==> src/rtl/pipe_stage_chain.sv <==
`default_nettype none
// ============================================================================
// Module   : pipe_stage_chain
// Purpose  : DEPTH back-to-back pipeline registers carrying valid, control,
//            NUM_DATA data words and a destination register address, with
//            stall (hold all stages), flush (bubble into stage 0), per-stage
//            forwarding taps and a saturating stalled-cycle counter.
// Ports    : clk_i, rst_ni (async, active low), stall_i, flush_i
//            valid_i/ctrl_i/data_i/rdaddr_i : entry into stage 0
//            valid_o/ctrl_o/data_o/rdaddr_o : contents of stage DEPTH-1
//            stage_wr_o  : per-stage valid & ctrl[0]
//            stage_rd_o  : per-stage rdaddr, stage s at [s*RD_W +: RD_W]
//            stall_cnt_o : saturating count of stalled cycles
// Revision : 1.0 - initial release
// ============================================================================
module pipe_stage_chain #(
    parameter int CTRL_W   = 2,
    parameter int DATA_W   = 32,
    parameter int NUM_DATA = 2,
    parameter int RD_W     = 5,
    parameter int DEPTH    = 1,
    parameter int CNT_W    = 16
) (
    input  logic                         clk_i,
    input  logic                         rst_ni,
    input  logic                         stall_i,
    input  logic                         flush_i,
    input  logic                         valid_i,
    input  logic [CTRL_W-1:0]            ctrl_i,
    input  logic [NUM_DATA*DATA_W-1:0]   data_i,
    input  logic [RD_W-1:0]              rdaddr_i,
    output logic                         valid_o,
    output logic [CTRL_W-1:0]            ctrl_o,
    output logic [NUM_DATA*DATA_W-1:0]   data_o,
    output logic [RD_W-1:0]              rdaddr_o,
    output logic [DEPTH-1:0]             stage_wr_o,
    output logic [DEPTH*RD_W-1:0]        stage_rd_o,
    output logic [CNT_W-1:0]             stall_cnt_o
);

    localparam int c_DW = NUM_DATA * DATA_W;
    localparam logic [CNT_W-1:0] c_CNT_MAX = {CNT_W{1'b1}};

    if ((DEPTH < 1) || (DEPTH > 4)) begin : g_depth_check
        $error("pipe_stage_chain: DEPTH must be in 1..4");
    end

    // Flattened view of every stage's registers, stage s in slice s.
    logic [DEPTH-1:0]        w_stg_valid;
    logic [DEPTH*CTRL_W-1:0] w_stg_ctrl;
    logic [DEPTH*c_DW-1:0]   w_stg_data;
    logic [DEPTH*RD_W-1:0]   w_stg_rd;

    for (genvar s = 0; s < DEPTH; s++) begin : g_stage
        logic              valid_d, valid_q;
        logic [CTRL_W-1:0] ctrl_d,  ctrl_q;
        logic [c_DW-1:0]   data_d,  data_q;
        logic [RD_W-1:0]   rd_d,    rd_q;

        if (s == 0) begin : g_head
            // Flush beats stall here so a bubble can be injected while the
            // rest of the chain is frozen. ctrl is zeroed for invalid entries
            // so that a bubble can never assert RegWrite downstream.
            always_comb begin
                valid_d = valid_q;
                ctrl_d  = ctrl_q;
                data_d  = data_q;
                rd_d    = rd_q;
                if (flush_i) begin
                    valid_d = 1'b0;
                    ctrl_d  = '0;
                    data_d  = '0;
                    rd_d    = '0;
                end else if (!stall_i) begin
                    valid_d = valid_i;
                    ctrl_d  = valid_i ? ctrl_i : '0;
                    data_d  = data_i;
                    rd_d    = rdaddr_i;
                end
            end
        end else begin : g_body
            always_comb begin
                valid_d = valid_q;
                ctrl_d  = ctrl_q;
                data_d  = data_q;
                rd_d    = rd_q;
                if (!stall_i) begin
                    valid_d = w_stg_valid[s-1];
                    ctrl_d  = w_stg_ctrl[(s-1)*CTRL_W +: CTRL_W];
                    data_d  = w_stg_data[(s-1)*c_DW +: c_DW];
                    rd_d    = w_stg_rd[(s-1)*RD_W +: RD_W];
                end
            end
        end

        always_ff @(posedge clk_i or negedge rst_ni) begin
            if (!rst_ni) begin
                valid_q <= 1'b0;
                ctrl_q  <= '0;
                data_q  <= '0;
                rd_q    <= '0;
            end else begin
                valid_q <= valid_d;
                ctrl_q  <= ctrl_d;
                data_q  <= data_d;
                rd_q    <= rd_d;
            end
        end

        assign w_stg_valid[s]                  = valid_q;
        assign w_stg_ctrl[s*CTRL_W +: CTRL_W]  = ctrl_q;
        assign w_stg_data[s*c_DW +: c_DW]      = data_q;
        assign w_stg_rd[s*RD_W +: RD_W]        = rd_q;
        assign stage_wr_o[s]                   = valid_q & ctrl_q[0];
    end

    assign valid_o    = w_stg_valid[DEPTH-1];
    assign ctrl_o     = w_stg_ctrl[(DEPTH-1)*CTRL_W +: CTRL_W];
    assign data_o     = w_stg_data[(DEPTH-1)*c_DW +: c_DW];
    assign rdaddr_o   = w_stg_rd[(DEPTH-1)*RD_W +: RD_W];
    assign stage_rd_o = w_stg_rd;

    // Stalled-cycle statistics, sticks at all-ones instead of wrapping.
    logic [CNT_W-1:0] stall_cnt_d, stall_cnt_q;

    always_comb begin
        stall_cnt_d = stall_cnt_q;
        if (stall_i && (stall_cnt_q != c_CNT_MAX)) begin
            stall_cnt_d = stall_cnt_q + CNT_W'(1);
        end
    end

    always_ff @(posedge clk_i or negedge rst_ni) begin
        if (!rst_ni) begin
            stall_cnt_q <= '0;
        end else begin
            stall_cnt_q <= stall_cnt_d;
        end
    end

    assign stall_cnt_o = stall_cnt_q;

endmodule
`default_nettype wire

==> config.mk <==
export PLATFORM = sky130hd
export DESIGN_NAME = pipe_stage_chain
export DESIGN_NICKNAME = d
export VERILOG_FILES = /design/src/rtl/pipe_stage_chain.sv
export SDC_FILE = /design/constraint.sdc
export NUM_CORES = 1
export LEC_CHECK = 0
export ABC_CLOCK_PERIOD_IN_PS = 4000
export BUFFER_PORTS_ARGS = -buffer_cell sky130_fd_sc_hd__buf_2
export CAP_MARGIN = 20
export CORE_ASPECT_RATIO = 2
export CORE_UTILIZATION = 40
export CTS_BUF_LIST = sky130_fd_sc_hd__clkbuf_16
export DETAILED_ROUTE_END_ITERATION = 10
export GPL_ROUTABILITY_DRIVEN = 0
export PLACE_DENSITY_LB_ADDON = 0.05
export SYNTH_ARGS = -nofsm -noshare
export SYNTH_HDL_FRONTEND = slang
export SYNTH_SLANG_ARGS = --single-unit
==> constraint.sdc <==
create_clock -name clk_i -period 4 [get_ports clk_i]
set_input_delay 0.8 -clock clk_i [delete_from_list [all_inputs] [get_ports clk_i]]
set_output_delay 0.8 -clock clk_i [all_outputs]
set_load 0.01 [all_outputs]
After elaboration in Yosys (flattened, before gate mapping):

Index checks and enable logic that the tools add are counted.

* mux-type cells: 9
* $add $sub $neg: 1
* equal/unequal tests: 2
* reductions and logical operators: 1
* bitwise operators: 1

Operator list (number)
* $mux 64: 2
* $add 16x1->16 const B: 1
* $ne 16x16->1 const B: 1
* $mux 5: 2
* $mux 2: 3
* $mux 1: 2
* $ne 2x1->1 const B: 1
* $and 1x1->1: 1
* $logic_and 1x1->1: 1

* bits in registers: 88
* input bits: 76
* output and inout port bits: 94

Longest topological paths before layout:

* word-level depth: 3
* depth in mapped cells: 6
* gate-level depth less buffers: 6

Worst setup path before layout:

No wires, ideal clock.

* kind: input to register
* from: input port stall_i
* to: register stall_cnt_q[14] (netlist: stall_cnt_o[14])
* stages: 6
* data required time: 3874 ps
* data arrival time: 1792 ps
* slack: 2082 ps
* path buffers: 1
* library setup time: 126 ps
* cell sequence: buf_2 > nand4_1 > nor3_1 > o21ai_1 > or3_1 > xnor2_1

* longest elaborated chain between the ends: 1

Ends and longest elaborated chain
* start: declaration: RTL line 26 `input logic stall_i,`
* $logic_and 1x1->1: RTL line 128 `if (stall_i && (stall_cnt_q != c_CNT_MAX)) begin`
* end signal: assignment: RTL line 137 `stall_cnt_q <= stall_cnt_d;`
* end: declaration: RTL line 124 `logic [CNT_W-1:0] stall_cnt_d, stall_cnt_q;`

Every way passes these cells.
A chain may end at the register's enable or synchronous reset.

Worst setup path in the final report:

* from: input port stall_i
* to: register stall_cnt_q[1] (netlist: stall_cnt_o[1])

Same word-level chain as after synthesis.

==> results.md <==
* Run status: finished clean
* Core region area at slightly below 9000 um^2
* XOR/XNOR Fraction of Synth Area at 0.0286
* Standard-cell row count at slightly below 50
* Worst vdd ir at approximately 0.24 mV
* Total Wirelength at 8660 um
* Die X at ~70 um
* RSZ-0062 raised after global routing: no
* Die Ht at 138 um
* GRT overflow at 0
* CP Launch Type: primary input
* Syn nets at ~380
* Type of destination of the critical path: flop
* Crit path DAT at 2.46 ns
* Top Ports at 170
* Port buffer count at around 170
* Setup TNS at 0 ns
* CTS Hold Bufs at 0
* Synth Area in Compound Gates at 0.0153
* Ys Warns at 0
* Post-synthesis mux area share at 0.194
* Max frequency at 447 MHz
* CTS max path bufs at 2
* Synth Instances at 307
* Number of DRC markers in iteration 0 at 94
* Synth Cell Area at around 3700 um^2
* Final WS setup at ~1.8 ns
* Clk sinks at 88
* Antenna-violating nets left at 0
* Via count at around 2800
* Postcts setup bufs at 0
* Synth area leader: dfrtp_1
* Vias in the first global route at between 2000 and 3000
* Worst hold path type: flop to flop
* Initial core utilization at 0.411
* Post-Synth Adder-Cell Area at 0.00340
* Synth top area share at 0.599
* Initial antenna violation count at 0
* Synth Area in Simple Gates at 0.129
* Antenna cells at 0
* Detail Placement HPWL at about 6000 um
* Final period util at 0.560
* Number of vias per cell at a little under 5
* Mean post-synth cell area at between 10 and 15 um^2
* First-pass DRT Iterations at 4
* Mean routed wirelength per cell at between 15 and 20 um
* CTS tree: done
* Hold Vio Cnt, Final at 0
* PwrDens at around 460 nW/um^2
* Die Area at 9610 um^2
* Total track usage at 0.185
* Clock buffer count from CTS at 9
* Max-Cap Viols at 0
* Clk slew on worst S/H paths at ~0.06 ns
* First-pass GRT wire length at between 10000 and 15000 um
* Clock latency on the worst-skew pair at between 0.3 and 0.4 ns
* PostCTS Resize Cnt at 0
* Main combinational cell family by area after synthesis: multiplexers
* DR DRC count at 0
* Slew @ Worst Pin at around 0.91 ns
* Hold Slack at 0.497 ns
* P_leak at 2.79 nW
* Post-synth cell types at 31
* Max FO, Critical Path at between 50 and 60
* Sequential share of the synthesized area at 0.599
* Clock Skew at between 0.002 and 0.0025 ns
* Final Core Density at 0.545
* Largest net degree at the start of global routing at 74
* Layout Area Growth over Synthesis at 32.6%
* Slew HR at 0.392
* Critical Path RT at 4.22 ns
* H-Tree Depth at 3
* Synth top area cells: dfrtp_1 60%, mux2i_1 19%, nor2_1 7.6%, xnor2_1 2.1%, buf_2 1.2%
* Final Max Tran Viols at 0
* Worst Path Class, Setup: primary input to flop
* #FFs+latches synth at 88
* Setup violations, final at 0
* Post-Place Setup Slack at between 1 and 1.5 ns
* Nets at 545
* Tmin final at around 2.2 ns
* Root buffer cell: clkbuf_16
* Layout cells sized above 1 at 0.409
==> worst paths after layout <==
path	start	endpoint	slack, ns	depth (start not counted)
max reg2reg	stall_cnt_o[13]	stall_cnt_o[1]	2.14	5
min	stall_cnt_o[15]	stall_cnt_o[15]	0.50	1
max	stall_i	stall_cnt_o[1]	1.76	4
min reg2reg	stall_cnt_o[15]	stall_cnt_o[15]	0.50	1
min in group asynchronous	rst_ni	stall_cnt_o[15]	0.58	1
max in group asynchronous	rst_ni	data_o[55]	2.61	2
==> kinds of logic (layout without fill, tap and decap cells) <==
family          Yosys count  in the layout
buf+inv                  23            188
simple gates            104            104
xor+xnor                 12             12
fa+ha+maj                 1              1
compound gates            8              8
flops                    88             88
mux                      71             71
==> critical path: stages <==
cell and delay (ns):
buf_4 0.37, buf_4 0.75, nand2_2 0.15, mux2_1 0.36
==> layout by cell type, fill, tap and decap left out, types with 2 or more instances in the layout <==
master / n
a21oi_1: 4
clkbuf_16: 9
and3_1: 4
nand2_1: 6
xnor2_1: 9
nor2_1: 74
buf_2: 167
bufinv_16: 2
nor3_1: 2
dfrtp_1: 88
nand3_1: 5
buf_4: 5
mux2i_1: 69
nand4_1: 4
xor2_1: 3
==> through the flow <==
step                      power [mW]  std cells  cell area [um^2]
after floorplan                 1.24        307              3680
after global placement          1.40        559              4570
after detailed placement        1.41        559              4570
after CTS                       2.30        574              4880
after global routing            2.37        574              4880
final                           2.27        574              4880
==> synth_stat cells, drive strengths merged <==
master  count
a22oi       1
ha          1
nor2       74
and2        1
nor3        2
mux2        2
buf        14
a21oi       4
nand4       5
xnor2       9
dfrtp      88
nand3       6
a41oi       1
and4        2
mux2i      69
nand2       7
or3         1
o21ai       1
nor4        1
xor2        3
clkbuf      8
nor2b       1
o21a        1
inv         1
and3        4
==> power by group <==
| group | total [mW] | switching [mW] | internal (mW) |
|---|---|---|---|
| logic | 0.339 | 0.182 | 0.158 |
| clock network | 0.881 | 0.340 | 0.541 |
| registers | 1.05 | 0.0806 | 0.966 |
==> registers in the layout, indices dropped and copies added (netlist names) <==
name	cells
ctrl_o	2
data_o	64
rdaddr_o	5
stall_cnt_o	16
valid_o	1
==> final cells by class <==
type	instances	area (um^2)
inverter	1	3.75
sequential	88	2200
timing repair buffer	172	873
fill	825	4070
multi-input combinational	196	1360
tap	102	128
clock inverter	6	85.1
clock buffer	9	225
==> per-layer routing <==
layer / up-vias / track usage / share of wire / wire (um)
li1: 1342 / - / - / -
met1: 1368 / 0.211 / 0.38 / 3280
met2: 103 / 0.324 / 0.54 / 4710
met3: 14 / 0.0366 / 0.051 / 443
met4: 0 / 0.0989 / 0.026 / 223
met5: - / 0 / 0 / 0
Note: power is estimated with default switching activity, not from simulation.
